===== config.mk =====
export PLATFORM = sky130hd
export DESIGN_NAME = fix_msg_parser
export DESIGN_NICKNAME = d
export VERILOG_FILES = /design/src/rtl/fix_pkg.sv /design/src/rtl/fix_ascii_dec.sv /design/src/rtl/fix_msg_parser.sv
export SDC_FILE = /design/constraint.sdc
export NUM_CORES = 1
export LEC_CHECK = 0
export CORE_UTILIZATION = 50
export DETAILED_ROUTE_END_ITERATION = 10
export PLACE_DENSITY = 0.8
export SLEW_MARGIN = 0
export SYNTH_ARGS = -nofsm -noshare
export SYNTH_HDL_FRONTEND = slang
export SYNTH_HIERARCHICAL = 1
export SYNTH_SLANG_ARGS = --single-unit

===== constraint.sdc =====
create_clock -name clk -period 8.51 [get_ports clk]
set_input_delay 2.1275 -clock clk [delete_from_list [all_inputs] [get_ports clk]]
set_output_delay 2.1275 -clock clk [all_outputs]
set_load 0.01 [all_outputs]

===== src/rtl/fix_pkg.sv =====
// Shared types and ASCII constants for the FIX tag=value receive decoder.
package fix_pkg;

    typedef enum logic [1:0] {
        TAG   = 2'd0,
        VALUE = 2'd1,
        CKVAL = 2'd2,
        ERR   = 2'd3
    } state_t;

    localparam logic [7:0] SOH_C  = 8'h01;
    localparam logic [7:0] EQ_C   = 8'h3d;
    localparam logic [7:0] ZERO_C = 8'h30;
    localparam logic [7:0] NINE_C = 8'h39;

    localparam int BEGIN_TAG = 8;
    localparam int CKSUM_TAG = 10;

    // Digit counters only need to reach one past the longest legal field.
    localparam int CNT_W = 4;

    function automatic logic is_dec_digit(input logic [7:0] b);
        return (b >= ZERO_C) && (b <= NINE_C);
    endfunction

endpackage


===== src/rtl/fix_ascii_dec.sv =====
// Decimal ASCII accumulator: clear and shift-add one digit per accepted byte,
// flagging a digit that would exceed the digit-count or value limit.
module fix_ascii_dec
    import fix_pkg::*;
#(
    parameter int W           = 16,
    parameter int MAX_DIGITS  = 5,
    parameter bit CHECK_VALUE = 1'b0,
    parameter int MAX_VALUE   = 255
) (
    input  logic             clk,
    input  logic             rst,
    input  logic             clr,
    input  logic             shift,
    input  logic [7:0]       digit_byte,
    output logic             is_digit,
    output logic             over,
    output logic [W-1:0]     value,
    output logic [CNT_W-1:0] count
);

    logic [W-1:0]     value_reg, value_next, base_value, digit_val;
    logic [CNT_W-1:0] count_reg, count_next, base_count;
    logic             value_over;

    // Clear and shift may coincide: the digit then starts a fresh number.
    assign base_value = clr ? '0 : value_reg;
    assign base_count = clr ? '0 : count_reg;
    assign digit_val  = W'(digit_byte - ZERO_C);
    assign value_next = base_value * W'(10) + digit_val;
    assign count_next = base_count + CNT_W'(1);
    assign is_digit   = is_dec_digit(digit_byte);

    generate
        if (CHECK_VALUE) begin : g_value_check
            logic [W+3:0] value_wide;
            assign value_wide = {4'd0, base_value} * (W+4)'(10) + {4'd0, digit_val};
            assign value_over = value_wide > (W+4)'(MAX_VALUE);
        end else begin : g_no_value_check
            assign value_over = 1'b0;
        end
    endgenerate

    assign over  = (count_next > CNT_W'(MAX_DIGITS)) || value_over;
    assign value = value_reg;
    assign count = count_reg;

    always_ff @(posedge clk or negedge rst) begin
        if (!rst) begin
            value_reg <= '0;
            count_reg <= '0;
        end else if (shift) begin
            value_reg <= value_next;
            count_reg <= count_next;
        end else if (clr) begin
            value_reg <= '0;
            count_reg <= '0;
        end
    end

endmodule


===== src/rtl/fix_msg_parser.sv =====
// FIX receive decoder: splits the SOH-delimited byte stream into tags and value
// bytes, enforces BeginString first and verifies the trailing CheckSum field.
module fix_msg_parser
    import fix_pkg::*;
#(
    parameter int         TAG_W      = 16,
    parameter int         TAG_DIGITS = 5,
    parameter logic [7:0] SOH        = SOH_C
) (
    input  logic             clk,
    input  logic             rst,
    input  logic             new_message_i,
    input  logic             valid_i,
    input  logic [7:0]       message_i,
    output logic             tag_valid_o,
    output logic [TAG_W-1:0] tag_o,
    output logic             value_valid_o,
    output logic [7:0]       value_o,
    output logic             field_end_o,
    output logic             msg_done_o,
    output logic             msg_ok_o,
    output logic             err_o
);

    state_t           state_reg, state_next, cur_state;
    logic [7:0]       sum_reg, sum_next, snap_reg, snap_next;
    logic             first_reg, first_next;
    logic             tag_valid_reg, tag_valid_next, value_valid_reg, value_valid_next;
    logic [TAG_W-1:0] tag_reg, tag_next;
    logic [7:0]       value_reg, value_next;
    logic             field_end_reg, field_end_next, msg_done_reg, msg_done_next;
    logic             msg_ok_reg, msg_ok_next, err_reg, err_next, go_err;

    logic             tag_clr, tag_shift, tag_is_digit, tag_over;
    logic [TAG_W-1:0] tag_val;
    logic [CNT_W-1:0] tag_cnt;
    logic             ck_clr, ck_shift, ck_is_digit, ck_over;
    logic [7:0]       ck_val;
    logic [CNT_W-1:0] ck_cnt;

    fix_ascii_dec #(.W(TAG_W), .MAX_DIGITS(TAG_DIGITS), .CHECK_VALUE(1'b0), .MAX_VALUE(0)) u_tag_dec (
        .clk(clk), .rst(rst), .clr(tag_clr), .shift(tag_shift), .digit_byte(message_i),
        .is_digit(tag_is_digit), .over(tag_over), .value(tag_val), .count(tag_cnt)
    );

    fix_ascii_dec #(.W(8), .MAX_DIGITS(3), .CHECK_VALUE(1'b1), .MAX_VALUE(255)) u_ck_dec (
        .clk(clk), .rst(rst), .clr(ck_clr), .shift(ck_shift), .digit_byte(message_i),
        .is_digit(ck_is_digit), .over(ck_over), .value(ck_val), .count(ck_cnt)
    );

    // A start strobe overrides every state, so the same-cycle byte parses as a tag byte.
    assign cur_state = new_message_i ? TAG : state_reg;

    always_comb begin
        state_next       = new_message_i ? TAG : state_reg;
        sum_next         = new_message_i ? 8'd0 : sum_reg;
        if (valid_i) sum_next = sum_next + message_i;
        snap_next        = new_message_i ? 8'd0 : snap_reg;
        first_next       = new_message_i | first_reg;
        tag_clr          = new_message_i;
        tag_shift        = 1'b0;
        ck_clr           = new_message_i;
        ck_shift         = 1'b0;
        tag_valid_next   = 1'b0;
        tag_next         = tag_reg;
        value_valid_next = 1'b0;
        value_next       = value_reg;
        field_end_next   = 1'b0;
        msg_done_next    = 1'b0;
        msg_ok_next      = 1'b0;
        err_next         = 1'b0;
        go_err           = 1'b0;

        if (valid_i) begin
            case (cur_state)
                TAG: begin
                    if (tag_is_digit) begin
                        if (tag_over) go_err = 1'b1;
                        else          tag_shift = 1'b1;
                    end else if (message_i == EQ_C && tag_cnt != '0 && !new_message_i) begin
                        tag_valid_next = 1'b1;
                        tag_next       = tag_val;
                        tag_clr        = 1'b1;
                        first_next     = 1'b0;
                        if (first_reg && tag_val != TAG_W'(BEGIN_TAG)) begin
                            go_err = 1'b1;
                        end else if (tag_val == TAG_W'(CKSUM_TAG)) begin
                            state_next = CKVAL;
                            ck_clr     = 1'b1;
                        end else begin
                            state_next = VALUE;
                        end
                    end else begin
                        go_err = 1'b1;
                    end
                end
                VALUE: begin
                    if (message_i == SOH) begin
                        field_end_next = 1'b1;
                        snap_next      = sum_next;
                        state_next     = TAG;
                    end else begin
                        value_valid_next = 1'b1;
                        value_next       = message_i;
                    end
                end
                CKVAL: begin
                    if (ck_is_digit) begin
                        if (ck_over) go_err = 1'b1;
                        else         ck_shift = 1'b1;
                    end else if (message_i == SOH) begin
                        msg_done_next = 1'b1;
                        msg_ok_next   = (ck_cnt == CNT_W'(3)) && (ck_val == snap_reg);
                        sum_next      = 8'd0;
                        snap_next     = 8'd0;
                        first_next    = 1'b1;
                        state_next    = TAG;
                    end else begin
                        go_err = 1'b1;
                    end
                end
                default: ;
            endcase
        end

        if (go_err) begin
            state_next = ERR;
            err_next   = 1'b1;
        end
    end

    always_ff @(posedge clk or negedge rst) begin
        if (!rst) begin
            state_reg       <= TAG;
            sum_reg         <= '0;
            snap_reg        <= '0;
            first_reg       <= 1'b1;
            tag_valid_reg   <= 1'b0;
            tag_reg         <= '0;
            value_valid_reg <= 1'b0;
            value_reg       <= '0;
            field_end_reg   <= 1'b0;
            msg_done_reg    <= 1'b0;
            msg_ok_reg      <= 1'b0;
            err_reg         <= 1'b0;
        end else begin
            state_reg       <= state_next;
            sum_reg         <= sum_next;
            snap_reg        <= snap_next;
            first_reg       <= first_next;
            tag_valid_reg   <= tag_valid_next;
            tag_reg         <= tag_next;
            value_valid_reg <= value_valid_next;
            value_reg       <= value_next;
            field_end_reg   <= field_end_next;
            msg_done_reg    <= msg_done_next;
            msg_ok_reg      <= msg_ok_next;
            err_reg         <= err_next;
        end
    end

    assign tag_valid_o   = tag_valid_reg;
    assign tag_o         = tag_reg;
    assign value_valid_o = value_valid_reg;
    assign value_o       = value_reg;
    assign field_end_o   = field_end_reg;
    assign msg_done_o    = msg_done_reg;
    assign msg_ok_o      = msg_ok_reg;
    assign err_o         = err_reg;

endmodule

== Yosys cells after proc, flatten, opt, wreduce, memory -nomap -nowiden ==
Cells that the tools add are included.

* Bits in registers: 81
* Latch bits: 0
* Memory bits (writable): 0
* Memory bits (read-only): 0
* Output and inout bits: 30
* Logic and storage cells: 134
* Memories kept: 0

* Add/subtract/negate cells: 8
* $mul: 3
* Divide/modulo/power cells: 0
* $lt $le $gt $ge: 5
* Equality and inequality tests: 8
* Shift operators: 0
* Multiplexer cells: 80
* Bitwise logic cells: 3
* Reductions and logical operators: 11

{| class="wikitable"
|+ Operators with widths
! kind !! number
|-
| $mux 8 || 13
|-
| $mux 1 || 48
|-
| $mux 16 || 2
|-
| $mux 2 || 9
|-
| $add 16x16->16 || 1
|-
| $add 8x8->8 || 2
|-
| $eq 16x4->1 const B || 1
|-
| $mul 16x3->15 const B || 1
|-
| $mux 4 || 4
|-
| $ne 16x4->1 const B || 1
|-
| $pmux 8 s2 || 1
|-
| $add 12x8->12 || 1
|-
| $gt 12x8->1 const B || 1
|-
| $mul 8x3->11 const B || 1
|-
| $sub 8x6->9 const B || 1
|-
| $add 4x1->4 const B || 2
|-
| $eq 8x1->1 const B || 1
|-
| $eq 8x6->1 const B || 1
|-
| $eq 8x8->1 || 1
|-
| $ge 8x6->1 const B || 1
|-
| $le 8x6->1 const B || 1
|-
| $mul 8x3->7 const B || 1
|-
| $sub 8x6->8 const B || 1
|-
| $pmux 2 s3 || 1
|-
| 15 further kinds || 21
|}

== Longest topological paths before layout ==
* Depth in word-level cells: 17
* Gate-level depth with buffers: 28

== Hierarchy ==
The synthesis kept the hierarchy.

{| class="wikitable"
|+ Modules (own cells, without submodules)
! module !! instances !! cells each !! area each (um^2) !! seq. area each (um^2)
|-
| fix_msg_parser || 1 || 256 || 2,677.6 || 1,227.4
|-
| fix_ascii_dec at u_tag_dec || 1 || 279 || 2,406.1 || 500.5
|-
| fix_ascii_dec at u_ck_dec || 1 || 149 || 1,256.2 || 300.3
|}

== Worst setup path after synthesis ==
OpenSTA, ideal clock, no wires.

* Path type: input -> register
* Start point: input port message_i[1]
* End point: register u_tag_dec.value_reg[15] (netlist: u_tag_dec/value[15])
* Data arrival time: 7.174 ns
* Required time: 8.386 ns
* Path slack: 1.212 ns
* Cell stages on the path: 23
* Path buffers: 2
* Cells stage by stage: or4b_1 or4_4 nor2_1 or2_2 buf_2 clkbuf_1 nor2b_1 and2_1 ha_1 fa_1 a21o_1 a21oi_1 nor2b_1 o21ai_0 a21oi_1 xor2_1 ha_1 a21oi_1 a21boi_0 o21ai_0 a22oi_1 mux2_2 a211o_1

* Cells in the longest elaborated chain, start to end: 15
* Elaborated cells on any way between the ends: 22
* Classes of those cells: add/sub (3); mul (1); order compare (3); eq/ne (1); mux (11); reduce/logical (3)

{| class="wikitable"
|+ Ends and longest elaborated chain
! element !! line !! source
|-
| start: declaration || fix_msg_parser.sv:14 || <nowiki>input logic [7:0] message_i,</nowiki>
|-
| branches (longest 4 deep; another with $ge 8x6->1) || -- ||
|-
| $mux 1 * || fix_msg_parser.sv:77 || <nowiki>if (tag_is_digit) begin</nowiki>
|-
| $mux 1 * || fix_msg_parser.sv:75 || <nowiki>case (cur_state)</nowiki>
|-
| $mux 1 * || fix_msg_parser.sv:74 || <nowiki>if (valid_i) begin</nowiki>
|-
| net tag_clr || fix_msg_parser.sv:34 || <nowiki>logic tag_clr, tag_shift, tag_is_digit, tag_over;</nowiki>
|-
| branches (longest 7 deep; another with $mul 16x3->15) || -- ||
|-
| $mux 16 * || fix_ascii_dec.sv:52 || <nowiki>end else if (shift) begin</nowiki>
|-
| end signal: assignment || fix_ascii_dec.sv:53 || <nowiki>value_reg <= value_next;</nowiki>
|-
| end: declaration || fix_ascii_dec.sv:22 || <nowiki>logic [W-1:0] value_reg, value_next, base_value, digit_val;</nowiki>
|}

Mark *: on every way through the listed nets, which the timed path passes.
A chain may end at the register's enable or synchronous reset.

== Worst setup path after layout ==
* Start point: input port message_i[0]
* End point: register u_tag_dec.value_reg[15] (netlist: u_tag_dec/value[15])

* Elaborated cells on any way between the ends: 22
* Classes of those cells: add/sub (3); mul (1); order compare (3); eq/ne (1); mux (11); reduce/logical (3)

{| class="wikitable"
|+ RTL lines
! element !! line !! source
|-
| $ge 8x6->1 or $le 8x6->1 (tied branches) || fix_pkg.sv:23 || <nowiki>return (b >= ZERO_C) && (b <= NINE_C);</nowiki>
|-
| $logic_and 1x1->1 * || fix_pkg.sv:23 ||
|-
| net tag_is_digit || fix_msg_parser.sv:34 ||
|-
| $mux 1 * || fix_msg_parser.sv:77 ||
|-
| $mux 1 * || fix_msg_parser.sv:75 ||
|-
| $mux 1 * || fix_msg_parser.sv:74 ||
|-
| net tag_clr || fix_msg_parser.sv:34 ||
|-
| branches (longest 7 deep; another with $mul 16x3->15) || -- ||
|-
| $mux 16 * || fix_ascii_dec.sv:52 ||
|}

Marks and branches as above.

==> run metrics <==
unrepaired setup endpoints after global routing no; Clk pin slew, worst setup/hold paths 70 ps; Hold Path Depth 1; syn_nets 761; most frequent cell after synthesis dfrtp_1; wire length per cell 18.2 µm; Worst R2R Setup Slack 2690 ps; CP startpoint kind input port; CP Class in2reg; Crit Reg-Reg Endpoint u_ck_dec/value[6]$_DFF_PN0_; Post-Synthesis Cells 684; setup repair bufs after CTS 0; DRT antenna net count 0; #FFs+latches synth 81; Peak VDD IR 0.0946 mV; non-filler cells, final 903; fillers 976; TritonCTS clock tree done; First-pass DRT Iterations 5; minimum clock period 7920 ps; total power 1080 µW; register area share after synthesis 0.320; # IOs 42; width of the die 115 µm; Mean Syn Cell Area 9.27 µm²; status completed; period utilization 0.931; die extent in y 115 µm; TNS Setup 0 ps; Clock Skew 6.36 ps; max cap viols 0; Synth area leaders dfrtp_1 32%, ha_1 12%, mux2_2 6.6%; via count 5,433; GRT overflow 0; Sink Count 81; Synth Warn # 6; Site Rows 40; WP buf/inv 2; slew margin rel. 0.276; DR DRC count 0; DRT Wirelength 16,500 µm; post-DP HPWL 12,000 µm; htree depth 3; GP Congestion 0.943; PortBufs 41; Antenna Cells 0; Skew-Pair Late Insertion Delay 350 ps; Final Slew Violations 0; DIE AREA 13,100 µm²; Critical Path RT 8740 ps; area used by multi-input combinational logic 4100 µm²; global-route wire length before repair 26,400 µm; vias in the first global route 5,467; Unique masters post-synth 73; P&R area growth vs syn 14.3%; largest net degree at the start of global routing 82; Critical Path AT 8160 ps; HP Class reg2reg; placed cell count 887; nets 807; final core utilization 0.596; worst path cell trace clkdlybuf4s50_1 > nor4_1 > a22oi_1 > nor4_1 > or4_4 > nor2_1 > or2_2 > buf_4 > nor2b_1 > ha_1 > ha_1 > a21oi_1 > nor2b_1 > o21ai_0 > a21oi_1 > xor2_1 > ha_1 > a21oi_1 > a21boi_0 > o21ai_0 > a22oi_1 > mux2_2 > a211o_1; Reg area 2030 µm²; crit-path max cell delay 580 ps; initial antenna violation count 0; Crit path max-delay family compound AO/OA/AOI/OAI gates; Clock Path Buffers 2; Final Setup Violations 0; CP max FO 16; ys async rst share 1.00; RR Startpoint u_tag_dec/value[2]$_DFF_PN0_; hold buffer count at cts 0; Lkg Pwr 0.00342 µW; synthesized area 6340 µm²; r2r worst-path depth 22; number of gates resized after cts 0; Via density 6.02; ys flop type dfrtp_1; Setup crit end kind register; cts bufs inserted 9; layout cells sized above 1 0.110; root buf cell clkbuf_16; Slew @ Worst Pin 1080 ps; synth cell count leaders 80 x dfrtp_1, 62 x ha_1, 44 x a21oi_1, 44 x xnor2_1, 43 x nor2_1; Core ar. 12,200 µm²; Min-Delay Startpoint tag_o[3]$_DFFE_PN0P_; Initial Util 0.521; Hold EP tag_o[3]$_DFFE_PN0P_; Power Dens Cells 149 nW/µm²; All-Layer GR Usage 0.258; DRT iter0 DRCs 354; highest-delay cell along the critical path clkdlybuf4s50_1; Synth top area share 0.316; max frequency 126 MHz; final-report hold violation count 0; Yosys top cell by area dfrtp_1; EDFF count, synth 0
area by class of cell:
cell class / instances / area share
inverters: 37 / 0.0192
multi-input cells: 548 / 0.565
well taps: 168 / 0.0290
clock inverters: 7 / 0.00725
flip-flops and latches: 81 / 0.280
repair buffers: 53 / 0.0687
clock buffers: 9 / 0.0311
power breakdown:
group / internal, µW / switching, µW
clock network: 200 / 172
registers: 423 / 22.5
logic: 123 / 139
total: 747 / 333
stage by stage:
| stage | hold slack (ps) | worst slack [ps] | instance area (µm²) |
|---|---|---|---|
| floorplan | 470 | 1210 | 6340 |
| global placement | 489 | 526 | 6970 |
| detailed placement | 498 | 314 | 6970 |
| CTS | 515 | 670 | 7250 |
| global route | 527 | 209 | 7250 |
| finish | 514 | 587 | 7250 |
placed cells by master (no fill, tap or decap), drive strengths merged, types with 6 or more instances in the layout:
cell type	Yosys	final
ha	62	62
nand2	39	39
inv	35	38
buf	5	13
dfrtp	80	80
nand4	9	9
and2	9	9
nor2b	29	29
xnor2	44	44
clkdlybuf4s50	0	40
mux2	38	38
a21o	11	11
o21ai	40	40
nor2	44	44
nor4	8	8
nand3b	6	6
nand3	12	12
nor3	13	13
a21oi	44	44
nand2b	19	19
xor2	13	13
clkbuf	13	9
and3	7	7
or4	8	8
worst reg2reg max path: stages, from the launching register on:
cell and delay [ps]:
dfrtp_1 480, nor4b_1 370, nand4_1 240, nor3b_1 550
a21o_1 530, and2b_1 280, nand2_1 120, inv_1 60
ha_1 270, a21oi_1 220, inv_1 70, a21oi_1 170
xnor2_1 90, ha_1 360, and3_1 180, nand3_1 120
nor4_1 250, o211ai_1 140, nand2b_1 180, nor2_1 140
inv_1 240, or4_1 580, nand3_1 100
cell families (layout without fill, tap and decap cells):
logic type                 Yosys count  count (layout)  synth area share
and+or+nand+nor                    224             224             0.197
AOI/OAI and AO/OA                  157             157             0.160
DFF                                 81              81             0.320
adders and majority gates           67              67             0.135
xor gates and xnor gates            57              57            0.0787
buffers and inverters               55             106            0.0339
muxes                               43              43            0.0754
worst max-delay path by stage:
| stage | start | end | slack [ps] | cells after the start |
|---|---|---|---|---|
| 2_1_floorplan | message_i[1] | u_tag_dec/value[15]$_DFFE_PN0P_ | 1210 | 23 |
| 3_3_place_gp | message_i[0] | u_tag_dec/value[15]$_DFFE_PN0P_ | 530 | 22 |
| 3_5_place_dp | message_i[0] | u_tag_dec/value[15]$_DFFE_PN0P_ | 310 | 22 |
| 4_1_cts | message_i[0] | u_tag_dec/value[15]$_DFFE_PN0P_ | 670 | 22 |
| 5_1_grt | message_i[0] | u_tag_dec/value[15]$_DFFE_PN0P_ | 210 | 23 |
| 6_report | message_i[0] | u_tag_dec/value[15]$_DFFE_PN0P_ | 590 | 23 |
layer usage:
| metal | vias to the layer above | part of all wire | wire length (µm) | global-route usage |
|---|---|---|---|---|
| met5 | - | 0 | 0 | 0 |
| met4 | 0 | 0.033 | 546 | 0.122 |
| met3 | 48 | 0.043 | 706 | 0.0402 |
| met2 | 179 | 0.49 | 8120 | 0.447 |
| met1 | 2645 | 0.43 | 7100 | 0.313 |
| li1 | 2561 | - | - | - |
Note: power is estimated with default switching activity, not from simulation.
